$ cat config.mk
export PLATFORM = sky130hd
export DESIGN_NAME = rng_hist_flat
export DESIGN_NICKNAME = d
export VERILOG_FILES = /design/src/rtl/rng_hist_pkg.sv /design/src/rtl/rng_hist_if.sv /design/src/rtl/rng_hist_ram.sv /design/src/rtl/rng_hist.sv /design/src/flat_wrapper.sv
export SDC_FILE = /design/constraint.sdc
export NUM_CORES = 2
export LEC_CHECK = 0
export BUFFER_PORTS_ARGS = -buffer_cell sky130_fd_sc_hd__buf_2
export CORE_ASPECT_RATIO = 0.9
export CORE_MARGIN = 1.5
export CORE_UTILIZATION = 58
export CTS_BUF_LIST = sky130_fd_sc_hd__clkbuf_8
export CTS_CLUSTER_DIAMETER = 150
export CTS_CLUSTER_SIZE = 20
export DETAILED_ROUTE_END_ITERATION = 10
export GPL_ROUTABILITY_DRIVEN = 0
export PLACE_DENSITY = 0.74
export SKIP_CTS_REPAIR_TIMING = 1
export SLEW_MARGIN = 30
export SYNTH_ARGS = -nofsm -noshare
export SYNTH_HDL_FRONTEND = slang
export SYNTH_SLANG_ARGS = --single-unit
$ cat constraint.sdc
create_clock -name clk -period 10 [get_ports clk]
set_input_delay 2 -clock clk [delete_from_list [all_inputs] [get_ports clk]]
set_output_delay 2 -clock clk [all_outputs]
set_load 0.05 [all_outputs]
$ cat src/rtl/rng_hist_pkg.sv
// rng_hist_pkg: state type, default widths and bin-index helper shared by rng_hist.
package rng_hist_pkg;
  localparam int IN_WIDTH_D = 12;
  localparam int BIN_BITS_D = 6;
  localparam int CNT_WIDTH_D = 20;
  localparam int NS_WIDTH_D = 20;
  typedef enum logic [1:0] {IDLE = 2'd0, CLEAR = 2'd1, ACCUM = 2'd2, DONE = 2'd3} state_t;
  function automatic logic [31:0] bin_idx(input logic [31:0] d, input int in_w, input int bin_b);
    return d >> (in_w - bin_b);
  endfunction
endpackage

$ cat src/rtl/rng_hist_if.sv
// rng_hist_if: sample stream and bin read port of rng_hist.
interface rng_hist_if
  import rng_hist_pkg::*;
#(
  parameter int IN_WIDTH = IN_WIDTH_D,
  parameter int BIN_BITS = BIN_BITS_D,
  parameter int CNT_WIDTH = CNT_WIDTH_D
);
  logic in_valid;
  logic [IN_WIDTH-1:0] in_data;
  logic rd_en;
  logic [BIN_BITS-1:0] rd_addr;
  logic [CNT_WIDTH-1:0] rd_data;
  logic rd_valid;
  modport master (output in_valid, in_data, rd_en, rd_addr, input rd_data, rd_valid);
  modport slave (input in_valid, in_data, rd_en, rd_addr, output rd_data, rd_valid);
endinterface

$ cat src/rtl/rng_hist_ram.sv
// rng_hist_ram: simple dual-port bin RAM, one synchronous read port and one write port.
module rng_hist_ram #(
  parameter int AW = 6,
  parameter int DW = 20
) (
  input  logic clk,
  input  logic re,
  input  logic [AW-1:0] ra,
  output logic [DW-1:0] rd,
  input  logic we,
  input  logic [AW-1:0] wa,
  input  logic [DW-1:0] wd
);
  logic [DW-1:0] mem [2**AW];
  always_ff @(posedge clk) begin
    if (we) mem[wa] <= wd;
    if (re) rd <= mem[ra];
  end
endmodule

$ cat src/rtl/rng_hist.sv
// rng_hist: clear-and-accumulate histogram of RNG samples with bin readout.
// RNG_HIST_SAT_EN: saturating bin counters and sticky sat flag; otherwise counters wrap.
module rng_hist
  import rng_hist_pkg::*;
#(
  parameter int IN_WIDTH = IN_WIDTH_D,
  parameter int BIN_BITS = BIN_BITS_D,
  parameter int CNT_WIDTH = CNT_WIDTH_D,
  parameter int NS_WIDTH = NS_WIDTH_D
) (
  input  logic clk,
  input  logic rst,
  input  logic start,
  input  logic [NS_WIDTH-1:0] n_samps,
  rng_hist_if.slave bus,
  output logic busy,
  output logic done,
  output logic sat
);
  state_t state;
  logic [NS_WIDTH-1:0] ns, cnt;
  logic [BIN_BITS-1:0] clr, a_bin, b_bin, p_bin, wa, ra;
  logic [CNT_WIDTH-1:0] q, p_data, old, wd;
  logic b_vld, p_vld, acc, rd_fire, go, we, re, rv, open;
  assign open = state == IDLE || state == DONE;
  assign go = start && open;
  assign acc = state == ACCUM && bus.in_valid && cnt != ns;
  assign rd_fire = bus.rd_en && open && !start;
  assign a_bin = BIN_BITS'(bin_idx(32'(bus.in_data), IN_WIDTH, BIN_BITS));
  assign re = acc || rd_fire;
  assign ra = state == ACCUM ? a_bin : bus.rd_addr;
  assign we = state == CLEAR || b_vld;
  assign wa = state == CLEAR ? clr : b_bin;
  // previous-cycle write is not yet visible at the RAM read, so forward it
  assign old = (p_vld && p_bin == b_bin) ? p_data : q;
`ifdef RNG_HIST_SAT_EN
  logic full, sat_r;
  assign full = &old;
  assign wd = state == CLEAR ? '0 : full ? old : old + CNT_WIDTH'(1);
  always_ff @(posedge clk or negedge rst)
    if (!rst) sat_r <= 1'b0;
    else if (go) sat_r <= 1'b0;
    else if (b_vld && full) sat_r <= 1'b1;
  assign sat = sat_r;
`else
  assign wd = state == CLEAR ? '0 : old + CNT_WIDTH'(1);
  assign sat = 1'b0;
`endif
  rng_hist_ram #(.AW(BIN_BITS), .DW(CNT_WIDTH)) u_ram (
    .clk(clk), .re(re), .ra(ra), .rd(q), .we(we), .wa(wa), .wd(wd)
  );
  always_ff @(posedge clk or negedge rst)
    if (!rst) begin
      state <= IDLE;
      ns <= '0;
      cnt <= '0;
      clr <= '0;
      b_vld <= 1'b0;
      b_bin <= '0;
      p_vld <= 1'b0;
      p_bin <= '0;
      p_data <= '0;
      rv <= 1'b0;
    end else begin
      rv <= rd_fire;
      b_vld <= acc;
      b_bin <= a_bin;
      p_vld <= we;
      p_bin <= wa;
      p_data <= wd;
      if (acc) cnt <= cnt + NS_WIDTH'(1);
      if (state == CLEAR) clr <= clr + BIN_BITS'(1);
      if (go) begin
        state <= CLEAR;
        ns <= n_samps;
        cnt <= '0;
        clr <= '0;
      end else if (state == CLEAR && &clr) state <= ns == '0 ? DONE : ACCUM;
      else if (state == ACCUM && b_vld && cnt == ns) state <= DONE;
    end
  assign busy = state == CLEAR || state == ACCUM;
  assign done = state == DONE;
  assign bus.rd_valid = rv;
  assign bus.rd_data = rv ? q : '0;
endmodule

$ cat src/flat_wrapper.sv
// flat-port wrapper written by rule: the top's interface ports become plain ports
module rng_hist_flat import rng_hist_pkg::*;
#(
  parameter int IN_WIDTH = IN_WIDTH_D,
  parameter int BIN_BITS = BIN_BITS_D,
  parameter int CNT_WIDTH = CNT_WIDTH_D,
  parameter int NS_WIDTH = NS_WIDTH_D
)
  (clk, rst, start, n_samps, busy, done, sat, bus_in_valid, bus_in_data, bus_rd_en, bus_rd_addr, bus_rd_data, bus_rd_valid);
  rng_hist_if #(.IN_WIDTH(IN_WIDTH), .BIN_BITS(BIN_BITS), .CNT_WIDTH(CNT_WIDTH)) bus_i ();
  input  logic clk;
  input  logic rst;
  input  logic start;
  input  logic [NS_WIDTH-1:0] n_samps;
  output logic busy;
  output logic done;
  output logic sat;
  input wire logic [$bits(bus_i.in_valid)-1:0] bus_in_valid;
  input wire logic [$bits(bus_i.in_data)-1:0] bus_in_data;
  input wire logic [$bits(bus_i.rd_en)-1:0] bus_rd_en;
  input wire logic [$bits(bus_i.rd_addr)-1:0] bus_rd_addr;
  output wire logic [$bits(bus_i.rd_data)-1:0] bus_rd_data;
  output wire logic [$bits(bus_i.rd_valid)-1:0] bus_rd_valid;
  assign bus_i.in_valid = bus_in_valid;
  assign bus_i.in_data = bus_in_data;
  assign bus_i.rd_en = bus_rd_en;
  assign bus_i.rd_addr = bus_rd_addr;
  assign bus_rd_data = bus_i.rd_data;
  assign bus_rd_valid = bus_i.rd_valid;
  rng_hist #(.IN_WIDTH(IN_WIDTH), .BIN_BITS(BIN_BITS), .CNT_WIDTH(CNT_WIDTH), .NS_WIDTH(NS_WIDTH)) u_core (.clk(clk), .rst(rst), .start(start), .n_samps(n_samps), .bus(bus_i), .busy(busy), .done(done), .sat(sat));
endmodule
# Yosys cells after proc, flatten, opt, wreduce, memory -nomap -nowiden

Memories as Yosys holds them, arrays and structs flattened. A register that Yosys moved wholly into a read port is not among the register bits.
Index checks and enable logic that the tools add are counted.

Memory bits (writable): 1,280
Memories: 1
Output and inout port bits: 24
Bits of input ports: 43
Register bits: 83
Logic and storage cells: 55

Add/sub/neg operators: 3
Reduce and logical (&&, ||, !) cells: 20
Equal/unequal tests: 6
Multiplexer cells: 15

Memories:

| name             | words | bits a word | read ports | clocked after memory_dff | wr ports | RTL line           | RTL |
|---|---|---|---|---|---|---|---|
| u_core.u_ram.mem | 64    | 20          | 1          | 1                        | 1        | rng_hist_ram.sv:14 | `logic [DW-1:0] mem [2**AW];` |

Operator list:

| cell                                          | number |
|---|---|
| two-way mux 20 bit                            | 5 |
| adder 20 x 1 -> 20 bit, second input constant | 2 |
| two-way mux 6 bit                             | 4 |
| == test 20 bit                                | 1 |
| logical NOT 20 bit                            | 1 |
| != test 20 bit                                | 1 |
| logical AND 1 bit                             | 9 |
| adder 6 x 1 -> 6 bit, second input constant   | 1 |
| == test 6 bit                                 | 1 |
| two-way mux 2 bit                             | 3 |
| AND reduction 6 bit                           | 1 |
| == test 2 bit, second input constant          | 2 |
| logical OR 1 bit                              | 4 |
| nonzero test 2 bit                            | 2 |
| two-way mux 1 bit                             | 3 |
| nonzero test 3 bit                            | 1 |
| == test 2 x 1 -> 1 bit, second input constant | 1 |
| logical NOT 2 bit                             | 1 |
| logical NOT 1 bit                             | 1 |

# Logic depth before layout (Yosys ltp)

Depth after elaboration: 6
Mapped depth: 13
Mapped depth without buffers: 10

# Modules after synthesis

Synthesis repeated with hierarchy kept, for this count alone.

Cell total of the unflattened synthesis: 2,756
Area total of the unflattened synthesis: 54,442.2 µm²

By module, submodules not included:

| module       | area each (µm²) | times used | cells each | sequential area each (µm²) |
|---|---|---|---|---|
| rng_hist_ram | 49,695.2        | 1          | 2,243      | 39,037.4 |
| rng_hist     | 4,747.1         | 1          | 513        | 2,077.0 |

# Worst setup path after synthesis

No wires, ideal clock.

Path kind: register -> register
Start: reg u_core.b_bin[5]
End: mem u_core.u_ram.mem[0][16] (data pin)
Stages on the path, launching flop included: 14
Clock period less this slack: 7,002 ps
Required time: 9,312 ps
Path slack: 2,998 ps
Arrival time: 6,314 ps
Buffers on the path: 3
Setup time: 688 ps
Path through: dfrtp_1 > xor2_1 > or3_1 > buf_2 > nor2_1 > clkbuf_1 > buf_2 > mux2_2 > ha_1 > nand3_1 > or4_4 > a222oi_1 > a21oi_1 > nor3_1

Word-level cells in the longest chain between the ends: 5

Ends and longest elaborated chain:

| item                    | RTL line           | RTL |
|---|---|---|
| from (decl)             | rng_hist.sv:22     | `logic [BIN_BITS-1:0] clr, a_bin, b_bin, p_bin, wa, ra;` |
| from (signal assigned)  | rng_hist.sv:67     | `b_bin <= a_bin;` |
| == test 6 bit           | rng_hist.sv:35     | `assign old = (p_vld && p_bin == b_bin) ? p_data : q;` |
| logical AND 1 bit       | rng_hist.sv:35     |  |
| two-way mux 20 bit      | rng_hist.sv:35     |  |
| adder 20 x 1 -> 20 bit  | rng_hist.sv:46     | `assign wd = state == CLEAR ? '0 : old + CNT_WIDTH'(1);` |
| two-way mux 20 bit      | rng_hist.sv:46     |  |
| via u_core.u_ram.wd[16] | rng_hist_ram.sv:12 | `input logic [DW-1:0] wd` |
| to (decl)               | rng_hist_ram.sv:14 |  |

The timed path passes the listed nets, and every way through them passes these cells.

# Final worst setup path

Start: reg u_core.b_bin[1]
End: mem u_core.u_ram.mem[43][18] (data pin)

Same word-level chain as after synthesis.

==> metrics <==
filler cell count 6040; crit-path cells xnor2_1, nand4_1, nor2_2, mux2_2, ha_1, nand3_1, or4_4, a222oi_1, nand4_1, a21oi_4, buf_4; max cap viols 0; final slew viol count 0; worst path required time 10.44 ns; count of cell types in the netlist a little over 50; Crit Path Max Fanout 65; met2 Use GR between 30% and 40%; CP max stage cell a222oi_1; HP Class reg -> reg; beginning of the worst hold path u_core.ns[2]; worst slew pin tran between 0.9 and 1 ns; DRT Wirelength approximately 120 mm; endpoints failing setup 0; die area 94310 µm²; met1 usage about two fifths; DR WL/cell a little over 30 µm; Root Buffer clkbuf_8; leak pwr 18.38 nW; outcome complete, but fails checks; clock sinks between 1000 and 1500; Post-Synthesis Cells 2618; reg2reg end u_core.u_ram.mem[43][18]; fin crit share 52.30%; minimum clock period roughly 5.2 ns; WS Path Type reg -> reg; Worst Skew 0.04123 ns; pre-CTS WS 3.972 ns; RR Startpoint u_core.b_bin[1]; DRC violations left 2; layout cells sized above 1 between 20% and 30%; CP Launch Type flip-flop; largest net degree at the start of global routing 134; Area Overhead vs Synth 7.481%; Hold Path End u_core.ns[2]; Mean Syn Cell Area between 20 and 25 µm²; fin worst setup slack 4.770 ns; Multi-input gate area between 10000 and 15000 µm²; die height between 200 and 300 µm; Fmax around 0.19 GHz; Global Route Usage Sum a little over a quarter; FF+latch count, synth ~1400; Final Hold Fails 0; DP HPWL between 70 and 80 mm; Reg area around 40000 µm²; R2R cell count 11; synth warn 0; number of synthesized flops with an enable pin 1300; routed vias/inst roughly 6.7; total grt overflow 0; leading cell types in the layout, fill and taps excluded 1300 x edfxtp_1, 320 x mux4_2, 163 x a22oi_1; final net count around 2800; power density over cell area around 220 nW/µm²; Synth Flop Type edfxtp_1; CTS buffer count 79; initial DRC count between 3000 and 4000; crit path DAT 5.67 ns; floorplan row count ~110; GR peak layer met2; Worst-path clk slew 0.12 ns; Critical Path Sink Type flip-flop; Rel. slew slack 35.78%; CTS tree yes; number of global-route vias before repair 26600; WHS Path Cells 2; Die Wd roughly 320 µm; first-pass GRT wire length roughly 180 mm; met3 Use GR approximately 4.6%; Post-Syn Area 53640 µm²; cell mode on critical path nand4_1; Net Count, Synth 2667; peak supply drop between 0.0001 and 0.00015 V; Starting Density between 50% and 60%; Final ANT Viol Nets 0; drt pass-1 iters 11; most common cell after layout, fill and taps aside edfxtp_1; initial antenna violation count 6; crit-path max cell delay 0.82 ns; setup tns final 0 ns; Max clock buf depth 3; setup repair after global routing missed its margin no; core area about 91000 µm²; Post-synth ARST share 6.001%; I/O Buffers 59; H-tree lvl count 3; flop2flop setup slack roughly 4.8 ns; num ports 67; sequential-to-total area share from yosys stat approximately three quarters; via count around 27000; failing checks DRC; worst skew pair latency 0.77 ns
synth_stat cells (6+ instances only):
library cell	n	share of area, %
a2111oi_0	11	0.18
a21oi_1	99	0.92
a22oi_1	163	2.3
and2_1	23	0.27
and3_1	12	0.14
buf_1	11	0.077
buf_2	32	0.30
clkbuf_1	97	0.68
dfrtp_1	83	3.9
edfxtp_1	1300	73
ha_1	6	0.14
inv_1	13	0.091
mux2_2	7	0.15
mux2i_1	21	0.39
mux4_2	320	13
nand2_1	109	0.76
nand2b_1	6	0.070
nand3_1	13	0.12
nand4_1	22	0.26
nor2_1	114	0.80
nor3_1	8	0.075
o211ai_1	6	0.084
o21ai_0	7	0.065
or3_1	7	0.082
or4_1	20	0.28
xnor2_1	44	0.72
xor2_1	9	0.15
per-layer routing:
metal / vias to the layer above / routed length, µm / part of all wire (%)
met2: 1546 / 57450 / 47
met1: 14100 / 48690 / 40
met3: 208 / 12440 / 10
li1: 11000 / - / -
met5: - / 23 / 0.019
met4: 4 / 4274 / 3.5
logic make-up after synthesis:
kind of cell / count (synthesis) / synth area share [%]
buffers and inverters: 154 / 1.159
AOI/OAI and AO/OA: 317 / 4.040
and+or+nand+nor: 354 / 3.114
DFF: 1383 / 76.66
muxes: 350 / 14.02
xor gates and xnor gates: 53 / 0.8655
other: 1 / 0.006992
adders and majority gates: 6 / 0.1400
per-stage QoR:
step	utilization, %	instance area [µm²]	hold slack [ns]	power, mW	cells
5_1_grt	63.04	57640	0.5773	12.85	4001
3_3_place_gp	61.52	56250	0.5206	10.00	3879
6_report	63.05	57650	0.5608	12.47	4003
2_1_floorplan	-	53640	0.4445	9.043	2618
4_1_cts	62.99	57590	0.5560	12.48	3997
3_5_place_dp	61.56	56290	0.5204	10.15	3880
worst max-delay path, delay by kind of cell, from the launching register on:
kind                     cells  cell delay (ns)
AO/OA/AOI/OAI                2             1.04
flip-flops                   1             0.45
AND/OR/NAND/NOR              5             2.00
buffers and inverters        1             0.60
adder cells (fa/ha/maj)      1             0.28
XOR/XNOR                     1             0.23
multiplexers                 1             0.25
how the worst max path moves through the flow:
stage	cells past startpoint	to	from	slack [ns]
after global routing	11	u_core.u_ram.mem[45][18]	u_core.b_bin[1]	4.53
final	11	u_core.u_ram.mem[43][18]	u_core.b_bin[1]	4.77
after global placement	8	u_core.u_ram.rd[2]	bus_rd_addr[0]	4.01
after detailed placement	8	u_core.u_ram.rd[5]	bus_rd_addr[0]	3.97
after floorplan	13	u_core.u_ram.mem[0][16]	u_core.b_bin[5]	3.00
after CTS	8	u_core.u_ram.rd[5]	bus_rd_addr[0]	4.78
flip-flops by register name, summed over array words and instances (netlist names):
signal,count
u_core.bus.rd_valid,1
u_core.u_ram.mem,1280
u_core.p_bin,6
u_core.u_ram.rd,20
u_core.b_bin,6
u_core.p_data,20
u_core.clr,6
u_core.p_vld,1
u_core.b_vld,1
u_core.state,2
u_core.cnt,20
u_core.ns,20
area by class of cell:
class | count | area share, %
antenna | 4 | 0.01736
clock buffer | 84 | 2.005
clock inverter | 33 | 0.2583
inverter | 13 | 0.08465
multi-input combinational | 1081 | 21.49
sequential | 1383 | 71.32
tap | 1230 | 2.670
timing repair buffer | 175 | 2.153
where the power goes:
part | switching, mW | internal (mW)
Combinational | 1.78 | 0.607
Clock | 1.64 | 0.782
Sequential | 0.206 | 7.45
No activity file was read; power rests on OpenSTA's default activity.
